**config.mk**
```make
export PLATFORM = sky130hd
export DESIGN_NAME = ramp_relock_arbiter
export DESIGN_NICKNAME = d
export VERILOG_FILES = /design/src/rtl/ramp_relock_arbiter_pkg.sv /design/src/rtl/ramp_relock_arbiter_rr_pick2.sv /design/src/rtl/ramp_relock_arbiter.sv
export SDC_FILE = /design/constraint.sdc
export NUM_CORES = 1
export LEC_CHECK = 0
export BUFFER_PORTS_ARGS = -buffer_cell sky130_fd_sc_hd__buf_2
export CAP_MARGIN = 20
export CORE_ASPECT_RATIO = 1.4
export CORE_MARGIN = 2
export CORE_UTILIZATION = 41
export CTS_CLUSTER_DIAMETER = 30
export DETAILED_ROUTE_END_ITERATION = 8
export GPL_TIMING_DRIVEN = 0
export PLACE_DENSITY_LB_ADDON = 0.15
export SYNTH_ARGS = -nofsm -noshare
export SYNTH_HDL_FRONTEND = slang
export SYNTH_SLANG_ARGS = --single-unit
```
**constraint.sdc**
```tcl
create_clock -name clk -period 4.03 [get_ports clk]
set_input_delay 0.6045 -clock clk [delete_from_list [all_inputs] [get_ports clk]]
set_output_delay 0.6045 -clock clk [all_outputs]
set_load 0.01 [all_outputs]
```
**src/rtl/ramp_relock_arbiter_pkg.sv**
```systemverilog
`default_nettype none
// ============================================================================
// Module      : ramp_relock_arbiter_pkg
// Description : Shared definitions for the ramp relock arbiter: FSM state
//               encoding, grant source indices and a one-hot helper.
// Revision    : 1.0 - initial release
// ============================================================================
package ramp_relock_arbiter_pkg;

    // FSM encoding; the numeric values are visible on the debug word.
    typedef enum logic [1:0] {
        IDLE  = 2'd0,
        GRANT = 2'd1,
        GUARD = 2'd2
    } state_e;

    // Grant source indices; also the bit positions inside the gnt vector.
    localparam logic [1:0] CH0 = 2'd0;
    localparam logic [1:0] CH1 = 2'd1;
    localparam logic [1:0] MAN = 2'd2;

    function automatic logic [2:0] src_onehot(input logic [1:0] src);
        return 3'b001 << src;
    endfunction

    // Per-channel mask for a relock source (manual maps to no channel).
    function automatic logic [1:0] chan_mask(input logic [1:0] src);
        logic [1:0] m;
        m = 2'b00;
        if (src == CH0) m = 2'b01;
        if (src == CH1) m = 2'b10;
        return m;
    endfunction

endpackage
`default_nettype wire

```
**src/rtl/ramp_relock_arbiter_rr_pick2.sv**
```systemverilog
`default_nettype none
// ============================================================================
// Module      : ramp_relock_arbiter_rr_pick2
// Description : Combinational two-way round-robin pick between the relock
//               channels.
// Ports       : ereq_i    - effective requests {ch1, ch0}
//               ptr_i     - current pointer (0 = ch0 preferred on a tie)
//               pick_o    - one-hot pick {ch1, ch0}, zero when no request
//               ptr_nxt_o - pointer to store when the pick is granted
// Revision    : 1.0 - initial release
// ============================================================================
module ramp_relock_arbiter_rr_pick2
    import ramp_relock_arbiter_pkg::*;
(
    input  logic [1:0] ereq_i,
    input  logic       ptr_i,
    output logic [1:0] pick_o,
    output logic       ptr_nxt_o
);

    always_comb begin
        pick_o    = 2'b00;
        ptr_nxt_o = ptr_i;
        case (ereq_i)
            // Tie: the pointer names the winner, then moves to the loser.
            2'b11: begin
                pick_o    = ptr_i ? 2'b10 : 2'b01;
                ptr_nxt_o = ~ptr_i;
            end
            // Single requester: pointer moves to the other channel.
            2'b01: begin
                pick_o    = 2'b01;
                ptr_nxt_o = 1'b1;
            end
            2'b10: begin
                pick_o    = 2'b10;
                ptr_nxt_o = 1'b0;
            end
            default: ;
        endcase
    end

endmodule
`default_nettype wire

```
**src/rtl/ramp_relock_arbiter.sv**
```systemverilog
`default_nettype none
// ============================================================================
// Module      : ramp_relock_arbiter
// Description : Shares one ramp generator between two relock controllers and
//               a manual scan request. Relock wins over manual, relock
//               channels alternate round-robin, a guard gap separates grants
//               and a programmable timeout stops a stuck relock owner.
// Ports       : clk, rst            - clock, synchronous active-high reset
//               req0_i/req1_i       - relock requests (level)
//               req_man_i           - manual scan request
//               low*/hig*_i         - signed scan limits per source
//               tmo_limit_i         - relock grant limit in cycles (0 = off)
//               clear_flags_i       - clears the sticky timeout flags
//               gnt_o               - one-hot grant {man, ch1, ch0}
//               ramp_run_o          - ramp generator run enable
//               ramp_low/hig_o      - scan limits to the ramp generator
//               tmo_flag_o          - sticky timeout flag per channel
//               state_dbg_o         - {0, state, pointer, zeros}
// Revision    : 1.0 - initial release
// ============================================================================
module ramp_relock_arbiter
    import ramp_relock_arbiter_pkg::*;
#(
    parameter int R         = 14,
    parameter int TMO_W     = 27,
    parameter int GUARD_CYC = 8
) (
    input  logic                 clk,
    input  logic                 rst,
    input  logic                 req0_i,
    input  logic                 req1_i,
    input  logic                 req_man_i,
    input  logic signed [R-1:0]  low0_i,
    input  logic signed [R-1:0]  hig0_i,
    input  logic signed [R-1:0]  low1_i,
    input  logic signed [R-1:0]  hig1_i,
    input  logic signed [R-1:0]  low_man_i,
    input  logic signed [R-1:0]  hig_man_i,
    input  logic [TMO_W-1:0]     tmo_limit_i,
    input  logic                 clear_flags_i,
    output logic [2:0]           gnt_o,
    output logic                 ramp_run_o,
    output logic signed [R-1:0]  ramp_low_o,
    output logic signed [R-1:0]  ramp_hig_o,
    output logic [1:0]           tmo_flag_o,
    output logic [R-1:0]         state_dbg_o
);

    localparam int GW = (GUARD_CYC > 1) ? $clog2(GUARD_CYC) : 1;

    state_e              state_q, state_d;
    logic [1:0]          src_q, src_d;
    logic                ptr_q, ptr_d;
    logic [2:0]          gnt_q, gnt_d;
    logic                run_q, run_d;
    logic signed [R-1:0] low_q, low_d;
    logic signed [R-1:0] hig_q, hig_d;
    logic [1:0]          flag_q, flag_d;
    logic [1:0]          blk_q, blk_d;
    logic                tmo_hit_q, tmo_hit_d;
    logic [GW-1:0]       guard_cnt_q, guard_cnt_d;
    logic [TMO_W-1:0]    tmo_cnt_q, tmo_cnt_d;

    logic [1:0]          w_ereq;
    logic [1:0]          w_pick;
    logic                w_ptr_nxt;
    logic                w_src_req;
    logic [TMO_W:0]      w_tmo_cnt_inc;
    logic                w_tmo_expired;
    logic [1:0]          w_tmo_set;
    logic signed [R-1:0] w_src_low;
    logic signed [R-1:0] w_src_hig;

    // A timed-out channel stays blocked until it drops its request once.
    assign w_ereq = {req1_i, req0_i} & ~blk_q;

    ramp_relock_arbiter_rr_pick2 u_pick (
        .ereq_i    (w_ereq),
        .ptr_i     (ptr_q),
        .pick_o    (w_pick),
        .ptr_nxt_o (w_ptr_nxt)
    );

    always_comb begin
        w_src_req = req_man_i;
        w_src_low = low_man_i;
        w_src_hig = hig_man_i;
        if (src_q == CH0) begin
            w_src_req = req0_i;
            w_src_low = low0_i;
            w_src_hig = hig0_i;
        end else if (src_q == CH1) begin
            w_src_req = req1_i;
            w_src_low = low1_i;
            w_src_hig = hig1_i;
        end
    end

    // tmo_cnt_q holds the number of completed grant cycles, so the current
    // cycle is number tmo_cnt_q+1; one extra bit keeps the compare exact.
    assign w_tmo_cnt_inc = {1'b0, tmo_cnt_q} + {{TMO_W{1'b0}}, 1'b1};
    assign w_tmo_expired = (state_q == GRANT) && (src_q != MAN) &&
                           (tmo_limit_i != '0) &&
                           (w_tmo_cnt_inc >= {1'b0, tmo_limit_i});

    // Next-state and output logic.
    always_comb begin
        state_d     = state_q;
        src_d       = src_q;
        ptr_d       = ptr_q;
        guard_cnt_d = guard_cnt_q;
        tmo_cnt_d   = tmo_cnt_q;
        tmo_hit_d   = 1'b0;
        w_tmo_set   = 2'b00;

        case (state_q)
            IDLE: begin
                if (w_ereq != 2'b00) begin
                    state_d   = GRANT;
                    src_d     = (w_pick == 2'b10) ? CH1 : CH0;
                    ptr_d     = w_ptr_nxt;
                    tmo_cnt_d = '0;
                end else if (req_man_i) begin
                    state_d   = GRANT;
                    src_d     = MAN;
                    tmo_cnt_d = '0;
                end
            end
            GRANT: begin
                tmo_cnt_d = w_tmo_cnt_inc[TMO_W-1:0];
                if (w_tmo_expired) begin
                    tmo_hit_d = 1'b1;
                    w_tmo_set = chan_mask(src_q);
                end
                if (!w_src_req || ((src_q == MAN) && (w_ereq != 2'b00)) ||
                    w_tmo_expired) begin
                    state_d     = GUARD;
                    guard_cnt_d = '0;
                end
            end
            GUARD: begin
                if (guard_cnt_q == GW'(GUARD_CYC - 1)) begin
                    state_d = IDLE;
                end else begin
                    guard_cnt_d = guard_cnt_q + 1'b1;
                end
            end
            default: state_d = IDLE;
        endcase

        // Outputs are registered from the current state, so they trail the
        // FSM by one cycle on both grant and release.
        gnt_d = (state_q == GRANT) ? src_onehot(src_q) : 3'b000;
        run_d = (state_q == GRANT);
        low_d = (state_q == GRANT) ? w_src_low : low_q;
        hig_d = (state_q == GRANT) ? w_src_hig : hig_q;

        // The flag is set one edge after the timeout decision, which lines
        // it up with the falling edge of gnt; a set beats a clear.
        flag_d = (clear_flags_i ? 2'b00 : flag_q) |
                 (tmo_hit_q ? chan_mask(src_q) : 2'b00);

        // A channel with its request low is unblocked in that same cycle.
        blk_d = {req1_i, req0_i} & (blk_q | w_tmo_set);
    end

    always_ff @(posedge clk) begin
        if (rst) begin
            state_q     <= IDLE;
            src_q       <= CH0;
            ptr_q       <= 1'b0;
            gnt_q       <= 3'b000;
            run_q       <= 1'b0;
            low_q       <= '0;
            hig_q       <= '0;
            flag_q      <= 2'b00;
            blk_q       <= 2'b00;
            tmo_hit_q   <= 1'b0;
            guard_cnt_q <= '0;
            tmo_cnt_q   <= '0;
        end else begin
            state_q     <= state_d;
            src_q       <= src_d;
            ptr_q       <= ptr_d;
            gnt_q       <= gnt_d;
            run_q       <= run_d;
            low_q       <= low_d;
            hig_q       <= hig_d;
            flag_q      <= flag_d;
            blk_q       <= blk_d;
            tmo_hit_q   <= tmo_hit_d;
            guard_cnt_q <= guard_cnt_d;
            tmo_cnt_q   <= tmo_cnt_d;
        end
    end

    assign gnt_o       = gnt_q;
    assign ramp_run_o  = run_q;
    assign ramp_low_o  = low_q;
    assign ramp_hig_o  = hig_q;
    assign tmo_flag_o  = flag_q;
    assign state_dbg_o = {1'b0, state_q, ptr_q, {(R-4){1'b0}}};

endmodule
`default_nettype wire

```
==> results of run 1 <==
[power groups by stage]
stage	Sequential [mW]	Combinational [mW]	Clock [mW]
detailed placement	0.829	0.556	0
global placement	0.828	0.545	0
finish	0.814	0.551	0.736
floorplan	0.847	0.317	0
global route	0.821	0.619	0.785
CTS	0.814	0.557	0.746
[placed cells by master, fill, tap and decap left out, types with 3 or more instances in the layout]
cell type,count
a22o_1,11
o21ai_0,53
mux2i_1,30
xor2_1,8
dfxtp_1,72
clkbuf_16,9
clkbuf_1,23
and2_1,5
inv_1,35
buf_4,13
nand2_1,108
nor3_1,6
nand4_1,8
nor2_1,30
conb_1,11
nand3_1,13
o31ai_1,7
nand2b_1,8
nor4_1,8
a31oi_1,5
xnor2_1,17
nor3b_1,3
a21oi_1,41
ha_1,34
nor2b_1,3
buf_2,154
a211oi_1,6
[sequential cells by signal (all words and copies together) (netlist names)]
name         cells
ramp_run_o       1
guard_cnt_q      3
state_q          2
blk_q            2
ramp_hig_o      14
tmo_hit_q        1
tmo_cnt_q       27
tmo_flag_o       2
ptr_q            1
src_q            2
ramp_low_o      14
gnt_o            3
[kinds of logic after synthesis]
kind of cell	share of synthesized area
buf+inv	0.0800
flops	0.311
mux	0.0673
compound gates	0.178
simple gates	0.220
fa+ha+maj	0.0919
other cells	0.000810
xor+xnor	0.0508
[synthesized netlist by cell type, types with 3 or more instances]
cell type / n / area (µm²)
dfxtp_1: 72 / 1440
xnor2_1: 17 / 149
and2_1: 5 / 31.3
nand2_1: 108 / 405
inv_1: 35 / 131
xor2_1: 8 / 70.1
mux2i_1: 30 / 300
o21ai_0: 53 / 265
nor3b_1: 3 / 22.5
a21oi_1: 42 / 210
nand4_1: 8 / 50.1
nand3_1: 13 / 65.1
nor2_1: 32 / 120
ha_1: 34 / 425
a211oi_1: 6 / 45.0
nor3_1: 6 / 30.0
a22o_1: 11 / 96.3
buf_4: 13 / 97.6
nor4_1: 8 / 50.1
nand2b_1: 8 / 50.1
a31oi_1: 5 / 31.3
o31ai_1: 7 / 52.6
nor2b_1: 3 / 18.8
clkbuf_1: 22 / 82.6
[area by class of cell]
cell class	count	share of cell area
clock buffers	10	0.0389
multi-input cells	451	0.487
repair buffers	152	0.129
clock inverters	6	0.00744
flip-flops and latches	72	0.245
plain buffers	43	0.0406
well taps	141	0.0300
inverters	35	0.0223
[worst max-delay path, cell delays in order, from the launching register on]
cell      delay (ps)
dfxtp_1          300
clkbuf_2         180
nand3_1          150
or4_4            580
nor4b_4          380
and2_1           230
nand3_2          100
xnor2_2          200
ha_1             270
o21ai_0          170
a21oi_1           60
a311o_2          390
a21o_2           220
a41oi_2          200
nor3b_2           60
[final timing paths]
path | to | cells past startpoint | slack, ps | startpoint
setup / recovery | blk_q[1] | 14 | 390 | tmo_cnt_q[7]
hold / removal | ramp_low_o[11] | 2 | 450 | ramp_low_o[11]
setup reg to reg | blk_q[1] | 14 | 390 | tmo_cnt_q[7]
hold reg to reg | ramp_low_o[11] | 2 | 450 | ramp_low_o[11]
[layer usage]
| metal | GRT usage | share of wire |
|---|---|---|
| met1 | 0.222 | 0.38 |
| met2 | 0.422 | 0.54 |
| met4 | 0.101 | 0.031 |
| met3 | 0.0497 | 0.049 |
| met5 | 0 | 0 |
[through the flow]
step	power [mW]	instance area [µm²]	TNS, ps
detailed placement	1.38	5600	0
global route	2.23	5890	-6.40
global placement	1.37	5600	0
CTS	2.12	5880	0
floorplan	1.16	4670	0
finish	2.10	5890	0
==> impl_metrics.env, run 1 <==
export IMPL_status="finished clean"
export IMPL_fin_crit_sh=0.904
export IMPL_drive_above_1_share=0.268
export IMPL_synth_distinct_cells=58
export IMPL_clk_latency_ps=340
export IMPL_grt_start_max_net_pins=14
export IMPL_port_buffers=152
export IMPL_finalMaxSlewViolations=0
export IMPL_multi_input_area_um2=2860
export IMPL_drc=0
export IMPL_fillerInstances=1069
export IMPL_placed_cells=894
export IMPL_intPower_mw=1.41
export IMPL_p_sw_frac=0.330
export IMPL_drt_iter0_markers=111
export IMPL_start_util=0.424
export IMPL_clockPowerShare=0.350
export IMPL_critical_path_arrival_ps=3850
export IMPL_dieWidth_um=93.8
export IMPL_cts_path_max_buffers=2
export IMPL_p_per_area_nw_per_um2=357
export IMPL_vias=4666
export IMPL_drtPass1Iterations=4
export IMPL_rows=45
export IMPL_ys_seq_area_frac=0.311
export IMPL_slew_headroom=0.453
export IMPL_grt_pass1_wl_mm=20.9
export IMPL_grtUsageTotal=0.220
export IMPL_hold_slack_ps=451
export IMPL_htree_levels=3
export IMPL_dieArea_um2=12200
export IMPL_fmax_mhz=275
export IMPL_ctsHoldBuffers=0
export IMPL_viasPerCell=5.13
export IMPL_leakage_nw=2.70
export IMPL_antenna_found_initial=0
export IMPL_cts_tree="built"
export IMPL_crit_type="reg -> reg"
export IMPL_dp_hpwl_mm=10.7
export IMPL_die_y_um=130
export IMPL_finalWorstPathRequiredPeriod_ps=3640
export IMPL_diodes=0
export IMPL_endpoint_kind="flip-flop"
export IMPL_setup_violations=0
export IMPL_grt_pass1_vias=4612
export IMPL_avgSynthCellArea_um2=7.83
export IMPL_wl_per_cell_um=14.5
export IMPL_p_switching_uw=694
export IMPL_post_cts_buffers=0
export IMPL_crit_fanout=7
export IMPL_final_antenna_net_count=0
export IMPL_yosys_register_bits=72
export IMPL_skew_ps=12.3
export IMPL_finalNonFillerCells=910
export IMPL_cp_data_required_time_ps=4240
export IMPL_fin_nets=915
export IMPL_post_cts_resized=0
export IMPL_wl_mm=13.2
export IMPL_synth_area_um2=4630
export IMPL_synth_edff_count=0
export IMPL_postLayoutSetupSlackWorst_ps=389
export IMPL_yosysWarnings=0
export IMPL_cts_root_buf="clkbuf_16"
export IMPL_overflow=0
export IMPL_start_kind="flip-flop"
export IMPL_ir_worst_vdd_mv=0.184
export IMPL_worst_pin_slew_ps=813
export IMPL_final_seq_area_um2=1440
export IMPL_io_pins=165
export IMPL_post_route_util=0.539
export IMPL_numCtsBuffers=9
export IMPL_hold_class="reg -> reg"
export IMPL_gp_congestion=0.933
export IMPL_combPwrFrac=0.262
export IMPL_cts_sinks=72
export IMPL_hold_violations=0
export IMPL_dpl_worst_slack_ps=241
export IMPL_async_flop_share=0
export IMPL_clk_pin_slew_ps=60
export IMPL_synth_cells=591
export IMPL_seq_power_share=0.387
export IMPL_synth_flop_cell="dfxtp_1"
export IMPL_coreArea_um2=10900
export IMPL_maxCapViolations=0
export IMPL_syn2layout_area_growth_pct=27.1
Power figures use the tool's default switching activity.
==> run 2: changes to the inputs <==
CELL_PAD_IN_SITES_DETAIL_PLACEMENT = 1   (was unset)
CELL_PAD_IN_SITES_GLOBAL_PLACEMENT = 2   (was unset)
CORE_UTILIZATION = 28   (was 41)
SYNTH_HIERARCHICAL = 1   (was unset)
==> run 2 against run 1 <==
Net effect:
- first-iteration DRC count fell by 40%
- global-route usage fell by 4.6 points
- register-to-register slack improved by 90 ps
==> impl_metrics.env, run 2 <==
export IMPL_start_kind="flip-flop"
export IMPL_yosysWarnings=6
export IMPL_finalNonFillerCells=955
export IMPL_synth_area_um2=4570
export IMPL_ys_seq_area_frac=0.315
export IMPL_cp_data_required_time_ps=4250
export IMPL_crit_type="reg -> reg"
export IMPL_grtUsageTotal=0.173
export IMPL_leakage_nw=2.84
export IMPL_numCtsBuffers=9
export IMPL_synth_most_common_cell="nor2_1"
export IMPL_grt_start_max_net_pins=13
export IMPL_synth_distinct_cells=53
export IMPL_yosys_register_bits=72
export IMPL_cts_tree="built"
export IMPL_rows=55
export IMPL_synth_flop_cell="dfxtp_1"
export IMPL_mostFrequentLayoutCell="buf_2"
export IMPL_dieWidth_um=112
export IMPL_die_y_um=155
export IMPL_viasPerCell=4.81
export IMPL_critical_path_arrival_ps=3780
export IMPL_fin_nets=898
export IMPL_cts_sinks=72
export IMPL_clk_latency_ps=330
export IMPL_cts_path_max_buffers=2
export IMPL_avgSynthCellArea_um2=7.92
export IMPL_htree_levels=3
export IMPL_final_cell_mix="buf_2, nor2_1, dfxtp_1, a21oi_1, inv_1"
export IMPL_overflow=0
export IMPL_post_cts_resized=0
export IMPL_synth_cells=577
export IMPL_hold_class="reg -> reg"
export IMPL_setup_violations=0
export IMPL_grt_pass1_wl_mm=24.3
export IMPL_placed_cells=939
export IMPL_io_pins=165
export IMPL_fin_crit_sh=0.882
export IMPL_p_per_area_nw_per_um2=369
export IMPL_post_dp_cell_area_um2=5620
export IMPL_vias=4596
export IMPL_status="finished clean"
export IMPL_maxCapViolations=0
export IMPL_synth_edff_count=0
export IMPL_port_buffers=153
export IMPL_drive_above_1_share=0.269
export IMPL_coreArea_um2=16100
export IMPL_endpoint_kind="flip-flop"
export IMPL_design_area_um2=5940
export IMPL_hold_violations=0
export IMPL_diodes=0
export IMPL_total_power_mw=2.19
export IMPL_skew_ps=7.06
export IMPL_crit_fanout=8
export IMPL_syn2layout_area_growth_pct=29.9
export IMPL_drt_iter0_markers=67
export IMPL_cts_root_buf="clkbuf_16"
export IMPL_antenna_found_initial=1
export IMPL_finalWorstPathRequiredPeriod_ps=3550
export IMPL_dp_hpwl_mm=12.4
export IMPL_drc=0
export IMPL_gp_congestion=0.780
export IMPL_finalSetupTns_ps=0
export IMPL_synth_top_area_cell="dfxtp_1"
export IMPL_synth_top_cells_by_count="nor2_1, dfxtp_1, a21oi_1"
export IMPL_fmax_mhz=281
export IMPL_finalMaxSlewViolations=0
export IMPL_slew_headroom=0.495
export IMPL_wl_per_cell_um=15.5
export IMPL_clk_pin_slew_ps=60
export IMPL_start_util=0.284
export IMPL_yosys_top_cells_area="dfxtp_1, nor2_1, ha_1"
export IMPL_ctsHoldBuffers=0
export IMPL_wl_mm=14.9
export IMPL_fillerInstances=2037
export IMPL_regMostFlops="tmo_cnt_q"
export IMPL_worst_pin_slew_ps=757
export IMPL_ir_worst_vdd_mv=0.169
export IMPL_largest_register_ffs=27
export IMPL_dieArea_um2=17400
export IMPL_final_antenna_net_count=0
export IMPL_post_cts_buffers=0
export IMPL_synth_top_cell_area_share=0.315
export IMPL_hold_slack_ps=479
export IMPL_drtPass1Iterations=4
export IMPL_grt_setup_unrepaired="false"
export IMPL_grt_pass1_vias=4960
export IMPL_async_flop_share=0
-- run 2: changes by cell type after synthesis, sizes merged, moves of 5 or more --
cell and change:
nand3 +5, a211oi -5, nor2 +72, nand2 -92, a21oi +30, and3 +6
and4 +5, o21ai -30
-- run 2: final timing paths --
check,start,endpoint,slack (ps),cells after the start
max,tmo_cnt_q[2],guard_cnt_q[2],480,12
min,ramp_hig_o[8],ramp_hig_o[8],480,2
max reg2reg,tmo_cnt_q[2],guard_cnt_q[2],480,12
min reg2reg,ramp_hig_o[8],ramp_hig_o[8],480,2
-- run 2: kinds of logic after synthesis --
| group | share of synthesized area |
|---|---|
| compound gates | 0.191 |
| other cells | 0.000820 |
| flops | 0.315 |
| fa+ha+maj | 0.0821 |
| xor+xnor | 0.0515 |
| mux | 0.0701 |
| simple gates | 0.203 |
| buf+inv | 0.0857 |
-- run 2: worst max-delay path: stages, from the launching register on --
cell	delay, ps
dfxtp_1	470
and4_1	310
and4_1	210
buf_2	200
and3_2	220
nand3_1	100
xnor2_1	240
ha_1	290
and4_1	220
a221o_1	350
a221oi_4	360
a21oi_2	160
nor4_1	320
-- run 2: per-layer routing --
layer,routed length (µm),GRT usage,share of wire,up-vias
li1,-,-,-,2342
met1,5800,0.186,0.39,2120
met2,7980,0.338,0.54,124
met3,876,0.0393,0.059,10
met4,193,0.0441,0.013,0
met5,0,0,0,-
-- run 2: stage by stage --
stage | setup WS, ps | utilization
finish | 477 | 0.369
global placement | 494 | 0.349
global route | 206 | 0.369
detailed placement | 471 | 0.349
floorplan | 1130 | -
CTS | 452 | 0.369
-- run 2: final cells by class --
| type | instances | area, µm² | share of cell area |
|---|---|---|---|
| plain buffers | 47 | 264 | 0.0445 |
| clock buffers | 11 | 233 | 0.0392 |
| clock inverters | 5 | 81.3 | 0.0137 |
| inverters | 34 | 128 | 0.0215 |
| multi-input cells | 434 | 2780 | 0.467 |
| flip-flops and latches | 72 | 1440 | 0.243 |
| well taps | 199 | 249 | 0.0419 |
| repair buffers | 153 | 766 | 0.129 |
-- run 2: power breakdown --
| part | internal (mW) | switching [mW] | total, mW |
|---|---|---|---|
| Clock | 0.543 | 0.305 | 0.848 |
| Combinational | 0.213 | 0.324 | 0.537 |
| Sequential | 0.767 | 0.0364 | 0.804 |
==> run 3: changes to the inputs <==
CTS_BUF_LIST = sky130_fd_sc_hd__clkbuf_4 sky130_fd_sc_hd__clkbuf_8 sky130_fd_sc_hd__clkbuf_16   (was unset)
TNS_END_PERCENT = 30   (was unset)
==> run 3 against run 2 <==
Net effect:
- clock skew barely moved
- sequential share of layout area about the same
- wire length barely moved
- clock power is 2% higher
- first-iteration DRC count is the same
- design area grew 0.13%
- total power increased by 0.64%
- sequential power about the same
- critical endpoint unchanged
==> impl_metrics.env, run 3 (synthesized netlist as in run 2, its figures left out) <==
export IMPL_fin_crit_sh=0.882
export IMPL_combPwrFrac=0.244
export IMPL_p_per_area_nw_per_um2=371
export IMPL_die_y_um=155
export IMPL_wl_per_cell_um=15.6
export IMPL_drc=0
export IMPL_wl_mm=14.9
export IMPL_hold_class="reg -> reg"
export IMPL_crit_fanout=8
export IMPL_clockPowerShare=0.391
export IMPL_grt_pass1_vias=4960
export IMPL_cts_sinks=72
export IMPL_overflow=0
export IMPL_fillerInstances=2036
export IMPL_skew_ps=7.45
export IMPL_largest_register_ffs=27
export IMPL_post_cts_resized=0
export IMPL_cts_path_max_buffers=2
export IMPL_gp_congestion=0.780
export IMPL_ir_worst_vdd_mv=0.183
export IMPL_hold_violations=0
export IMPL_port_buffers=153
export IMPL_rows=55
export IMPL_post_dp_cell_area_um2=5620
export IMPL_start_kind="flip-flop"
export IMPL_vias=4601
export IMPL_slew_headroom=0.495
export IMPL_status="finished clean"
export IMPL_regMostFlops="tmo_cnt_q"
export IMPL_dieWidth_um=112
export IMPL_drtPass1Iterations=4
export IMPL_p_switching_uw=667
export IMPL_post_cts_buffers=0
export IMPL_fmax_mhz=281
export IMPL_leakage_nw=2.84
export IMPL_seq_power_share=0.365
export IMPL_design_area_um2=5940
export IMPL_viasPerCell=4.82
export IMPL_cp_data_required_time_ps=4250
export IMPL_finalWorstPathRequiredPeriod_ps=3550
export IMPL_critical_path_arrival_ps=3780
export IMPL_p_sw_frac=0.303
export IMPL_clk_latency_ps=330
export IMPL_coreArea_um2=16100
export IMPL_drive_above_1_share=0.271
export IMPL_fin_nets=898
export IMPL_htree_levels=3
export IMPL_maxCapViolations=0
export IMPL_setup_violations=0
export IMPL_final_antenna_net_count=0
export IMPL_ctsHoldBuffers=0
export IMPL_grt_start_max_net_pins=13
export IMPL_crit_type="reg -> reg"
export IMPL_mostFrequentLayoutCell="buf_2"
export IMPL_intPower_mw=1.54
export IMPL_worst_pin_slew_ps=757
export IMPL_dieArea_um2=17400
export IMPL_clk_pin_slew_ps=60
export IMPL_numCtsBuffers=9
export IMPL_cts_root_buf="clkbuf_16"
export IMPL_hold_slack_ps=479
export IMPL_start_util=0.284
export IMPL_diodes=0
export IMPL_endpoint_kind="flip-flop"
export IMPL_antenna_found_initial=1
export IMPL_finalMaxSlewViolations=0
export IMPL_grt_pass1_wl_mm=24.3
export IMPL_finalSetupTns_ps=0
export IMPL_grtUsageTotal=0.173
export IMPL_io_pins=165
export IMPL_syn2layout_area_growth_pct=30.1
export IMPL_cts_tree="built"
export IMPL_grt_setup_unrepaired="false"
export IMPL_dp_hpwl_mm=12.4
export IMPL_drt_iter0_markers=67
export IMPL_final_cell_mix="buf_2, nor2_1, dfxtp_1, a21oi_1, inv_1"
-- run 3: cell counts in the layout (fill, tap and decap cells not counted) --
Identical to the previous run, type by type.
-- run 3: final timing paths --
check                 from             end  slack, ps  depth (start not counted)
max           tmo_cnt_q[2]  guard_cnt_q[2]        480                         12
min          ramp_hig_o[8]   ramp_hig_o[8]        480                          2
max reg2reg   tmo_cnt_q[2]  guard_cnt_q[2]        480                         12
min reg2reg  ramp_hig_o[8]   ramp_hig_o[8]        480                          2
-- run 3: power groups by stage --
stage | combinational (mW) | sequential (mW) | clock [mW]
finish | 0.537 | 0.804 | 0.862
global route | 0.618 | 0.811 | 0.914
CTS | 0.553 | 0.804 | 0.886
detailed placement | 0.552 | 0.819 | 0
global placement | 0.537 | 0.817 | 0
floorplan | 0.308 | 0.836 | 0
-- run 3: stage by stage --
stage	total power [mW]	cells	setup slack, ps	utilization
6_report	2.20	955	477	0.369
3_3_place_gp	1.35	939	494	0.349
4_1_cts	2.24	955	452	0.369
2_1_floorplan	1.14	587	1130	-
3_5_place_dp	1.37	939	471	0.349
5_1_grt	2.34	955	206	0.369
-- run 3: layout make-up --
class	instances	area [µm²]	share of cell area
repair buffers	153	766	0.129
well taps	199	249	0.0419
plain buffers	47	264	0.0444
inverters	34	128	0.0215
flip-flops and latches	72	1440	0.242
clock inverters	5	81.3	0.0137
multi-input cells	434	2780	0.467
clock buffers	11	240	0.0404
-- run 3: critical path: stages (launching register included) --
cell	delay (ps)
dfxtp_1	470
and4_1	310
and4_1	210
buf_2	200
and3_2	220
nand3_1	100
xnor2_1	240
ha_1	290
and4_1	220
a221o_1	350
a221oi_4	360
a21oi_2	160
nor4_1	320
-- run 3: routing by layer --
metal / part of all wire / track usage / vias to the layer above / routed length (µm)
met5: 0 / 0 / - / 0
met4: 0.013 / 0.0441 / 0 / 193
met3: 0.059 / 0.0393 / 10 / 876
met2: 0.54 / 0.338 / 124 / 7970
met1: 0.39 / 0.186 / 2123 / 5810
li1: - / - / 2344 / -
